### src/rtl/id_ex_stage.sv
// -----------------------------------------------------------------------------
// id_ex_stage
//   ID/EX pipeline register of the 5-stage RV64 core with integrated load-use
//   hazard detection. Inserts bubbles on load-use hazards and EX branch
//   flushes, freezes on downstream back-pressure, and bypasses a same-cycle
//   WB register write into the captured operands.
//
// Ports
//   clk, rst_n                      clock (rising edge), async active-low reset
//   id_*                            decoded instruction and operands from ID
//   wb_reg_write, wb_rd, wb_data    MEM/WB writeback, used for operand bypass
//   ex_flush                        branch taken in EX, squash ID instruction
//   mem_hold                        downstream stall, freeze ID/EX
//   ID_EX_*                         registered fields for forwarding unit / EX
//   pc_write, if_id_write           combinational; 0 freezes PC / IF/ID
//   stall_count                     saturating count of load-use bubbles
// -----------------------------------------------------------------------------
module id_ex_stage #(
    parameter int XLEN  = 64,
    parameter int CNT_W = 32
) (
    input  logic             clk,
    input  logic             rst_n,

    input  logic             id_valid,
    input  logic [XLEN-1:0]  id_pc,
    input  logic [XLEN-1:0]  id_rs1_data,
    input  logic [XLEN-1:0]  id_rs2_data,
    input  logic [XLEN-1:0]  id_imm,
    input  logic [4:0]       id_rs1,
    input  logic [4:0]       id_rs2,
    input  logic [4:0]       id_rd,
    input  logic             id_uses_rs1,
    input  logic             id_uses_rs2,
    input  logic             id_reg_write,
    input  logic             id_mem_read,
    input  logic             id_mem_write,
    input  logic             id_mem_to_reg,
    input  logic             id_branch,
    input  logic             id_alu_src,
    input  logic [1:0]       id_alu_op,

    input  logic             wb_reg_write,
    input  logic [4:0]       wb_rd,
    input  logic [XLEN-1:0]  wb_data,

    input  logic             ex_flush,
    input  logic             mem_hold,

    output logic             ID_EX_valid,
    output logic [XLEN-1:0]  ID_EX_pc,
    output logic [XLEN-1:0]  ID_EX_rs1_data,
    output logic [XLEN-1:0]  ID_EX_rs2_data,
    output logic [XLEN-1:0]  ID_EX_imm,
    output logic [4:0]       ID_EX_Rs1,
    output logic [4:0]       ID_EX_Rs2,
    output logic [4:0]       ID_EX_Rd,
    output logic             ID_EX_RegWrite,
    output logic             ID_EX_MemRead,
    output logic             ID_EX_MemWrite,
    output logic             ID_EX_MemToReg,
    output logic             ID_EX_Branch,
    output logic             ID_EX_ALUSrc,
    output logic [1:0]       ID_EX_ALUOp,

    output logic             pc_write,
    output logic             if_id_write,
    output logic [CNT_W-1:0] stall_count
);

    // Increment that sticks at all-ones instead of wrapping.
    function automatic logic [CNT_W-1:0] sat_inc(input logic [CNT_W-1:0] v);
        return (&v) ? v : v + CNT_W'(1);
    endfunction

    // Register file is read in ID while WB writes in the same cycle; pick up
    // the in-flight value so EX never sees a stale operand. x0 is hardwired.
    function automatic logic [XLEN-1:0] wb_bypass(
        input logic [4:0]      rs,
        input logic [XLEN-1:0] rf_data,
        input logic            wb_we,
        input logic [4:0]      wb_idx,
        input logic [XLEN-1:0] wb_val
    );
        return (wb_we && (wb_idx != 5'd0) && (wb_idx == rs)) ? wb_val : rf_data;
    endfunction

    logic load_use;
    logic rs1_hit;
    logic rs2_hit;
    logic ctrl_en;

    assign rs1_hit  = id_uses_rs1 && (id_rs1 == ID_EX_Rd);
    assign rs2_hit  = id_uses_rs2 && (id_rs2 == ID_EX_Rd);
    assign load_use = ID_EX_valid && ID_EX_MemRead && (ID_EX_Rd != 5'd0) &&
                      id_valid && (rs1_hit || rs2_hit);

    // A flush squashes the dependent instruction anyway, so the front end
    // must keep advancing toward the branch target rather than freeze.
    assign pc_write    = ~(mem_hold | (load_use & ~ex_flush));
    assign if_id_write = pc_write;

    // An invalid ID slot must not carry side effects into EX.
    assign ctrl_en = id_valid;

    // ---- ID -> EX register boundary ----
    always_ff @(posedge clk or negedge rst_n) begin
        if (!rst_n) begin
            ID_EX_valid    <= 1'b0;
            ID_EX_pc       <= '0;
            ID_EX_rs1_data <= '0;
            ID_EX_rs2_data <= '0;
            ID_EX_imm      <= '0;
            ID_EX_Rs1      <= '0;
            ID_EX_Rs2      <= '0;
            ID_EX_Rd       <= '0;
            ID_EX_RegWrite <= 1'b0;
            ID_EX_MemRead  <= 1'b0;
            ID_EX_MemWrite <= 1'b0;
            ID_EX_MemToReg <= 1'b0;
            ID_EX_Branch   <= 1'b0;
            ID_EX_ALUSrc   <= 1'b0;
            ID_EX_ALUOp    <= '0;
            stall_count    <= '0;
        end else if (mem_hold) begin
            // Freeze: every field keeps its value; flush/hazard wait.
        end else if (ex_flush || load_use) begin
            ID_EX_valid    <= 1'b0;
            ID_EX_pc       <= '0;
            ID_EX_rs1_data <= '0;
            ID_EX_rs2_data <= '0;
            ID_EX_imm      <= '0;
            ID_EX_Rs1      <= '0;
            ID_EX_Rs2      <= '0;
            ID_EX_Rd       <= '0;
            ID_EX_RegWrite <= 1'b0;
            ID_EX_MemRead  <= 1'b0;
            ID_EX_MemWrite <= 1'b0;
            ID_EX_MemToReg <= 1'b0;
            ID_EX_Branch   <= 1'b0;
            ID_EX_ALUSrc   <= 1'b0;
            ID_EX_ALUOp    <= '0;
            // Only a hazard bubble counts; a flush outranks the hazard.
            if (!ex_flush) begin
                stall_count <= sat_inc(stall_count);
            end
        end else begin
            ID_EX_valid    <= id_valid;
            ID_EX_pc       <= id_pc;
            ID_EX_rs1_data <= wb_bypass(id_rs1, id_rs1_data, wb_reg_write, wb_rd, wb_data);
            ID_EX_rs2_data <= wb_bypass(id_rs2, id_rs2_data, wb_reg_write, wb_rd, wb_data);
            ID_EX_imm      <= id_imm;
            ID_EX_Rs1      <= id_rs1;
            ID_EX_Rs2      <= id_rs2;
            ID_EX_Rd       <= id_rd;
            ID_EX_RegWrite <= ctrl_en & id_reg_write;
            ID_EX_MemRead  <= ctrl_en & id_mem_read;
            ID_EX_MemWrite <= ctrl_en & id_mem_write;
            ID_EX_MemToReg <= ctrl_en & id_mem_to_reg;
            ID_EX_Branch   <= ctrl_en & id_branch;
            ID_EX_ALUSrc   <= ctrl_en & id_alu_src;
            ID_EX_ALUOp    <= id_alu_op;
        end
    end

endmodule

### config.mk
export PLATFORM = sky130hd
export DESIGN_NAME = id_ex_stage
export DESIGN_NICKNAME = d
export VERILOG_FILES = /design/src/rtl/id_ex_stage.sv
export SDC_FILE = /design/constraint.sdc
export NUM_CORES = 1
export LEC_CHECK = 0
export CAP_MARGIN = 20
export CORE_AREA = 2 2 259 261
export DETAILED_ROUTE_END_ITERATION = 8
export DIE_AREA = 0 0 261 263
export GPL_TIMING_DRIVEN = 0
export MAX_ROUTING_LAYER = met4
export SKIP_CTS_REPAIR_TIMING = 1
export SYNTH_ARGS = -nofsm -noshare
export SYNTH_HDL_FRONTEND = slang
export SYNTH_SLANG_ARGS = --single-unit
export TNS_END_PERCENT = 5
### constraint.sdc
create_clock -name clk -period 2 [get_ports clk]
set_input_delay 0.3 -clock clk [delete_from_list [all_inputs] [get_ports clk]]
set_output_delay 0.3 -clock clk [all_outputs]
set_load 0.01 [all_outputs]
**Yosys cells after proc, flatten, opt, wreduce, memory -nomap -nowiden**

Cells that the tools add are included.

- Bits in registers: 312
- Bits in latches: 0
- RAM bits: 0
- Bits in read-only memories: 0
- Output and inout bits: 314
- Logic and storage cells: 65
- Memories kept: 0

- $add $sub $neg: 1
- Multiply operators: 0
- Div/mod/pow operators: 0
- $lt $le $gt $ge: 0
- Eq/ne operators: 4
- Shift-type cells: 0
- Mux-type cells: 17
- Bitwise gates (word level): 12
- Reduce and logical (&&, ||, !) cells: 15

Operators by type and width:

| operator | count |
|---|---|
| 64-bit 2-to-1 mux | 6 |
| 32-bit by 1-bit adder with 32-bit output, second input constant | 1 |
| 32-bit AND reduction | 1 |
| 5-bit equality test | 4 |
| 5-bit 2-to-1 mux | 3 |
| 5-bit nonzero test | 2 |
| 1-bit logical AND | 9 |
| 1-bit AND | 7 |
| 1-bit 2-to-1 mux | 7 |
| 1-bit NOT | 4 |
| 4-bit AND reduction | 1 |
| 1-bit logical OR | 2 |
| 2-bit 2-to-1 mux | 1 |
| 1-bit OR | 1 |

**Logic depth before layout (Yosys ltp)**

- Word-level depth: 7
- Gate-level depth with buffers: 9
- Depth with buffers taken out: 7

**Least setup slack after synthesis**

No wires, ideal clock.

- Path type: register -> register
- From: register stall_count[0]
- To: register stall_count[1]
- Library setup time: 0.125 ns
- Data arrival time: 1.954 ns
- Setup slack: -0.079 ns
- Cell stages (with the launch flop): 8
- Buffers on the path: 1
- Clock period less this slack: 2.079 ns
- Path through: dfrtp_1 ha_1 nand4_1 nor4_1 nand3_1 nand4_1 buf_2 mux2_2

- Longest elaborated chain between the ends: 3
- Elaborated cells between the ends (all ways): 4
- Classes of those cells: 1 x add/sub; 1 x bitwise; 2 x reduce/logical

Ends and longest elaborated chain:

| element | line | RTL |
|---|---|---|
| start, declared | 68 | `output logic [CNT_W-1:0] stall_count` |
| start signal, assigned | 145 | `stall_count <= sat_inc(stall_count);` |
| branches (longest 3 deep; another with 32-bit by 1-bit adder with 32-bit output) | - |  |

Several ways; the timed one is not identified.
A chain may end at the register's enable or synchronous reset.

**Worst setup path in the final report**

- From: register ID_EX_Rd[4]
- To: output port pc_write

- Longest elaborated chain between the ends: 7
- Elaborated cells between the ends (all ways): 12
- Classes of those cells: 2 x eq/ne; 3 x bitwise; 7 x reduce/logical

Ends and longest elaborated chain:

| element | line | RTL |
|---|---|---|
| start, declared | 57 | `output logic [4:0] ID_EX_Rd,` |
| start signal, assigned | 155 | `ID_EX_Rd <= id_rd;` |
| 5-bit equality test, or another cell as far along | 93 | `assign rs1_hit = id_uses_rs1 && (id_rs1 == ID_EX_Rd);` |
| 1-bit logical AND (on tied branches) | 93, 94, 95 |  |
| 1-bit logical OR / 1-bit logical AND (equally long branches) | 96, 95 |  |
| 1-bit logical AND (*) | 96 | `id_valid && (rs1_hit \|\| rs2_hit);` |
| 1-bit AND (*) | 100 | `assign pc_write = ~(mem_hold \| (load_use & ~ex_flush));` |
| 1-bit OR (*) | 100 |  |
| 1-bit NOT (*) | 100 |  |
| end, declared | 66 | `output logic pc_write,` |

Every way passes the cells marked *; elsewhere a longest branch is shown, timed or not.

==> reports/qor.csv <==
stage,metric,value,unit
yosys,top area cells in the synthesized netlist,"dfrtp_1 60%, mux2i_1 9.9%, a22o_1 9.9%",
power_and_ir_drop,PD cells,757,nW/µm²
critical_path,CP Class,reg2out,
cts,Clock Pin Slew Worst Setup and Hold Paths,0.06,ns
yosys,Post-Syn Area,13000,µm²
yosys,ys async rst share,100,%
hold_path,Hold Path Sink,ID_EX_valid$_DFFE_PN0N_,
critical_path,Worst EP required,1.70,ns
cts,CTS root buffer,clkbuf_16,
hold_path,hold_sp,id_valid,
route,drt drc,0,
yosys,gate count after technology mapping,1085,
floorplanning,Initial Utilization,19.8,%
route,total vias in the final route,11700,
timing,Hold WS,0.129,ns
timing,Tcrit/Tclk final,128,%
power_and_ir_drop,Peak VDD IR,0.435,mV
global_routing,initial antenna violation count,3,
critical_path,"slowest stage cell, crit path",dfrtp_2,
cts,CTS Sinks,312,
timing,post-route clock skew,0.0141,ns
timing,final hold viol count,0,
timing,post-layout minimum cycle time,2.55,ns
critical_path,FF-to-FF setup slack,-0.40,ns
cells_and_area,Final Net Count,2154,
cts,CTS tree,done,
critical_path,critical-path cell list,"xnor2_1, nand4_1, o22ai_4, nand2_2, nor2_4, nor2_2, buf_4, buf_6",
floorplanning,Die X,261,µm
placed_design,# placed instances,2619,
cells_and_area,highest-count cells in the layout ignoring fill and taps,"665 x clkdlybuf4s50_1, 308 x dfrtp_1, 146 x a22o_1, 144 x nand2_1, 123 x mux2i_1",
job,Max-cap violations,0,
global_routing,first-pass GRT wire length,81400,µm
cts,clk_lat worst skew,0.54,ns
route,vias per cell,4.37,
yosys,Synth Register Bits,312,
critical_path,critical path buffer and inverter count,2,
yosys,Post-synth EDFFs,0,
hold_path,type of the tightest min-delay check,in2reg,
hold_path,Hold Path Stages,2,
yosys,post-synth top area share,60.2,%
yosys,register area share after synthesis,60.2,%
floorplanning,total die area,68600,µm²
cts,CTS buffer count,37,
placed_design,DP HPWL,44600,µm
floorplanning,Site Rows,94,
timing,Max Fclk,0.392,GHz
critical_path,CP max FO,5,
route,DR pass1 iterations,4,
critical_path,CP Capture Type,output pin,
placed_design,GPL Wtd Cong,0.844,
critical_path,RR Startpoint,ID_EX_Rd[4]$_DFFE_PN0N_,
cells_and_area,Layout area overhead,71.9,%
cts,H-tree Lvls,2,
global_routing,largest net degree at the start of global routing,114,
timing,Slew HR,34.7,%
power_and_ir_drop,Leakage,9.11,nW
critical_path,nature of the critical path startpoint,flip-flop,
timing,unrepaired setup endpoints after global routing,yes,
yosys,Main synth FF type,dfrtp_1,
global_routing,GRT overflow,0,
floorplanning,die height,263,µm
yosys,Unique masters post-synth,38,
global_routing,global-route usage over all layers,16.3,%
timing,final worst slack,-0.554,ns
yosys,"area leader, netlist",dfrtp_1,
route,Iter 0 DRT Violations,577,
route,post-route ant nets,0,
cells_and_area,Non-Filler Instances,2687,
timing,count of final setup violators,306,
run_status,status,"complete, but fails checks",
yosys,warnings from Yosys,0,
timing,Pins Over Slew Limit,0,
cts,Longest Clk Path Bufs,3,
floorplanning,Core Region,65600,µm²
timing,Slew @ Worst Pin,0.979,ns
global_routing,vias in the first global route,12500,
critical_path,CP arrival,2.25,ns
critical_path,CP top delay family,simple AND/OR/NAND/NOR gates,
route,Detailed Route WL,57000,µm
placed_design,IO buf count,668,
yosys,Syn Area/Cell,12.0,µm²
yosys,syn nets,1442,
critical_path,FF-to-FF End,ID_EX_imm[18]$_DFFE_PN0N_,
route,Wirelength per Cell,21.2,µm
critical_path,R2R depth,8,
cells_and_area,"most common cell after layout, fill and taps aside",clkdlybuf4s50_1,
critical_path,critical path's largest stage delay,0.50,ns
floorplanning,IO Pins,670,
run_status,violated checks,negative setup slack,
cells_and_area,fraction of layout cells with a size suffix above 1,8.57,%
## per-layer routing
metal  up-vias  GRT usage, %  wire length, µm
met2       500          27.1            27800
met5         -             -                0
met4         0          5.57             1870
li1       5332             -                -
met3       109          4.35             4310
met1      5804          18.9            23000
## cell usage after synthesis (all sizes together), types with 5 or more instances
cell type  instances
inv                5
buf               28
nor4               8
nor3              14
xor2              30
nand2            145
nand4              8
o21ai            129
clkbuf            52
xnor2             21
nor2              18
a22o             146
dfrtp            312
mux2i            128
a32o               6
nand3             17
## logic make-up after synthesis
family / after synthesis / share of synthesized area (%)
buf+inv: 85 / 2.75
simple gates: 223 / 8.06
xor+xnor: 51 / 3.44
mux: 129 / 9.97
compound gates: 284 / 15.5
flops: 312 / 60.2
fa+ha+maj: 1 / 0.0965
## final cells by class
class                   instances  area (µm²)
repair buffers                674        6780
diodes                          2        5.00
well taps                     864        1080
plain buffers                  79         458
flip-flops and latches        312        7810
multi-input cells             688        4930
inverters                       5        18.8
clock buffers                  57        1150
clock inverters                 6        62.6
fillers                      6512       43300
## report_power, final
group / internal [mW] / switching, mW / total [mW]
clock network: 4.08 / 2.70 / 6.78
registers: 6.76 / 0.287 / 7.05
logic: 1.76 / 1.29 / 3.05
## registers in the layout, summed over array words and instances (netlist names)
register and cells:
ID_EX_Rd 5, ID_EX_rs1_data 64, ID_EX_ALUSrc 1, ID_EX_Rs2 5
ID_EX_MemWrite 1, ID_EX_RegWrite 1, ID_EX_MemToReg 1, ID_EX_imm 64
ID_EX_pc 64, ID_EX_rs2_data 64, ID_EX_ALUOp 2, ID_EX_MemRead 1
ID_EX_valid 1, ID_EX_Rs1 5, stall_count 32, ID_EX_Branch 1
## worst max path at each step
stage,start,to,slack (ns),depth (start not counted)
floorplan,stall_count[1]$_DFFE_PN0P_,stall_count[1]$_DFFE_PN0P_,0.02,7
global placement,rst_n,stall_count[0]$_DFFE_PN0P_,-14.59,1
detailed placement,id_rs2[1],ID_EX_rs1_data[0]$_DFFE_PN0N_,-1.80,9
CTS,ID_EX_Rd[4]$_DFFE_PN0N_,ID_EX_rs2_data[60]$_DFFE_PN0N_,-1.50,8
global route,ID_EX_Rd[2]$_DFFE_PN0N_,pc_write,-0.65,8
finish,ID_EX_Rd[4]$_DFFE_PN0N_,pc_write,-0.55,8
## stage by stage
| stage | setup WS [ns] | setup TNS, ns | power, mW | cell area (µm²) | util [%] |
|---|---|---|---|---|---|
| 2_1_floorplan | 0.0222 | 0 | 7.97 | 13000 | - |
| 3_3_place_gp | -14.59 | -4539.43 | 10.2 | 20700 | 31.6 |
| 3_5_place_dp | -1.80 | -404.26 | 10.2 | 20800 | 31.7 |
| 4_1_cts | -1.50 | -312.52 | 17.1 | 22000 | 33.6 |
| 5_1_grt | -0.652 | -110.91 | 17.6 | 22300 | 34.0 |
| 6_report | -0.554 | -72.17 | 16.9 | 22300 | 34.0 |
Power figures use the tool's default switching activity.
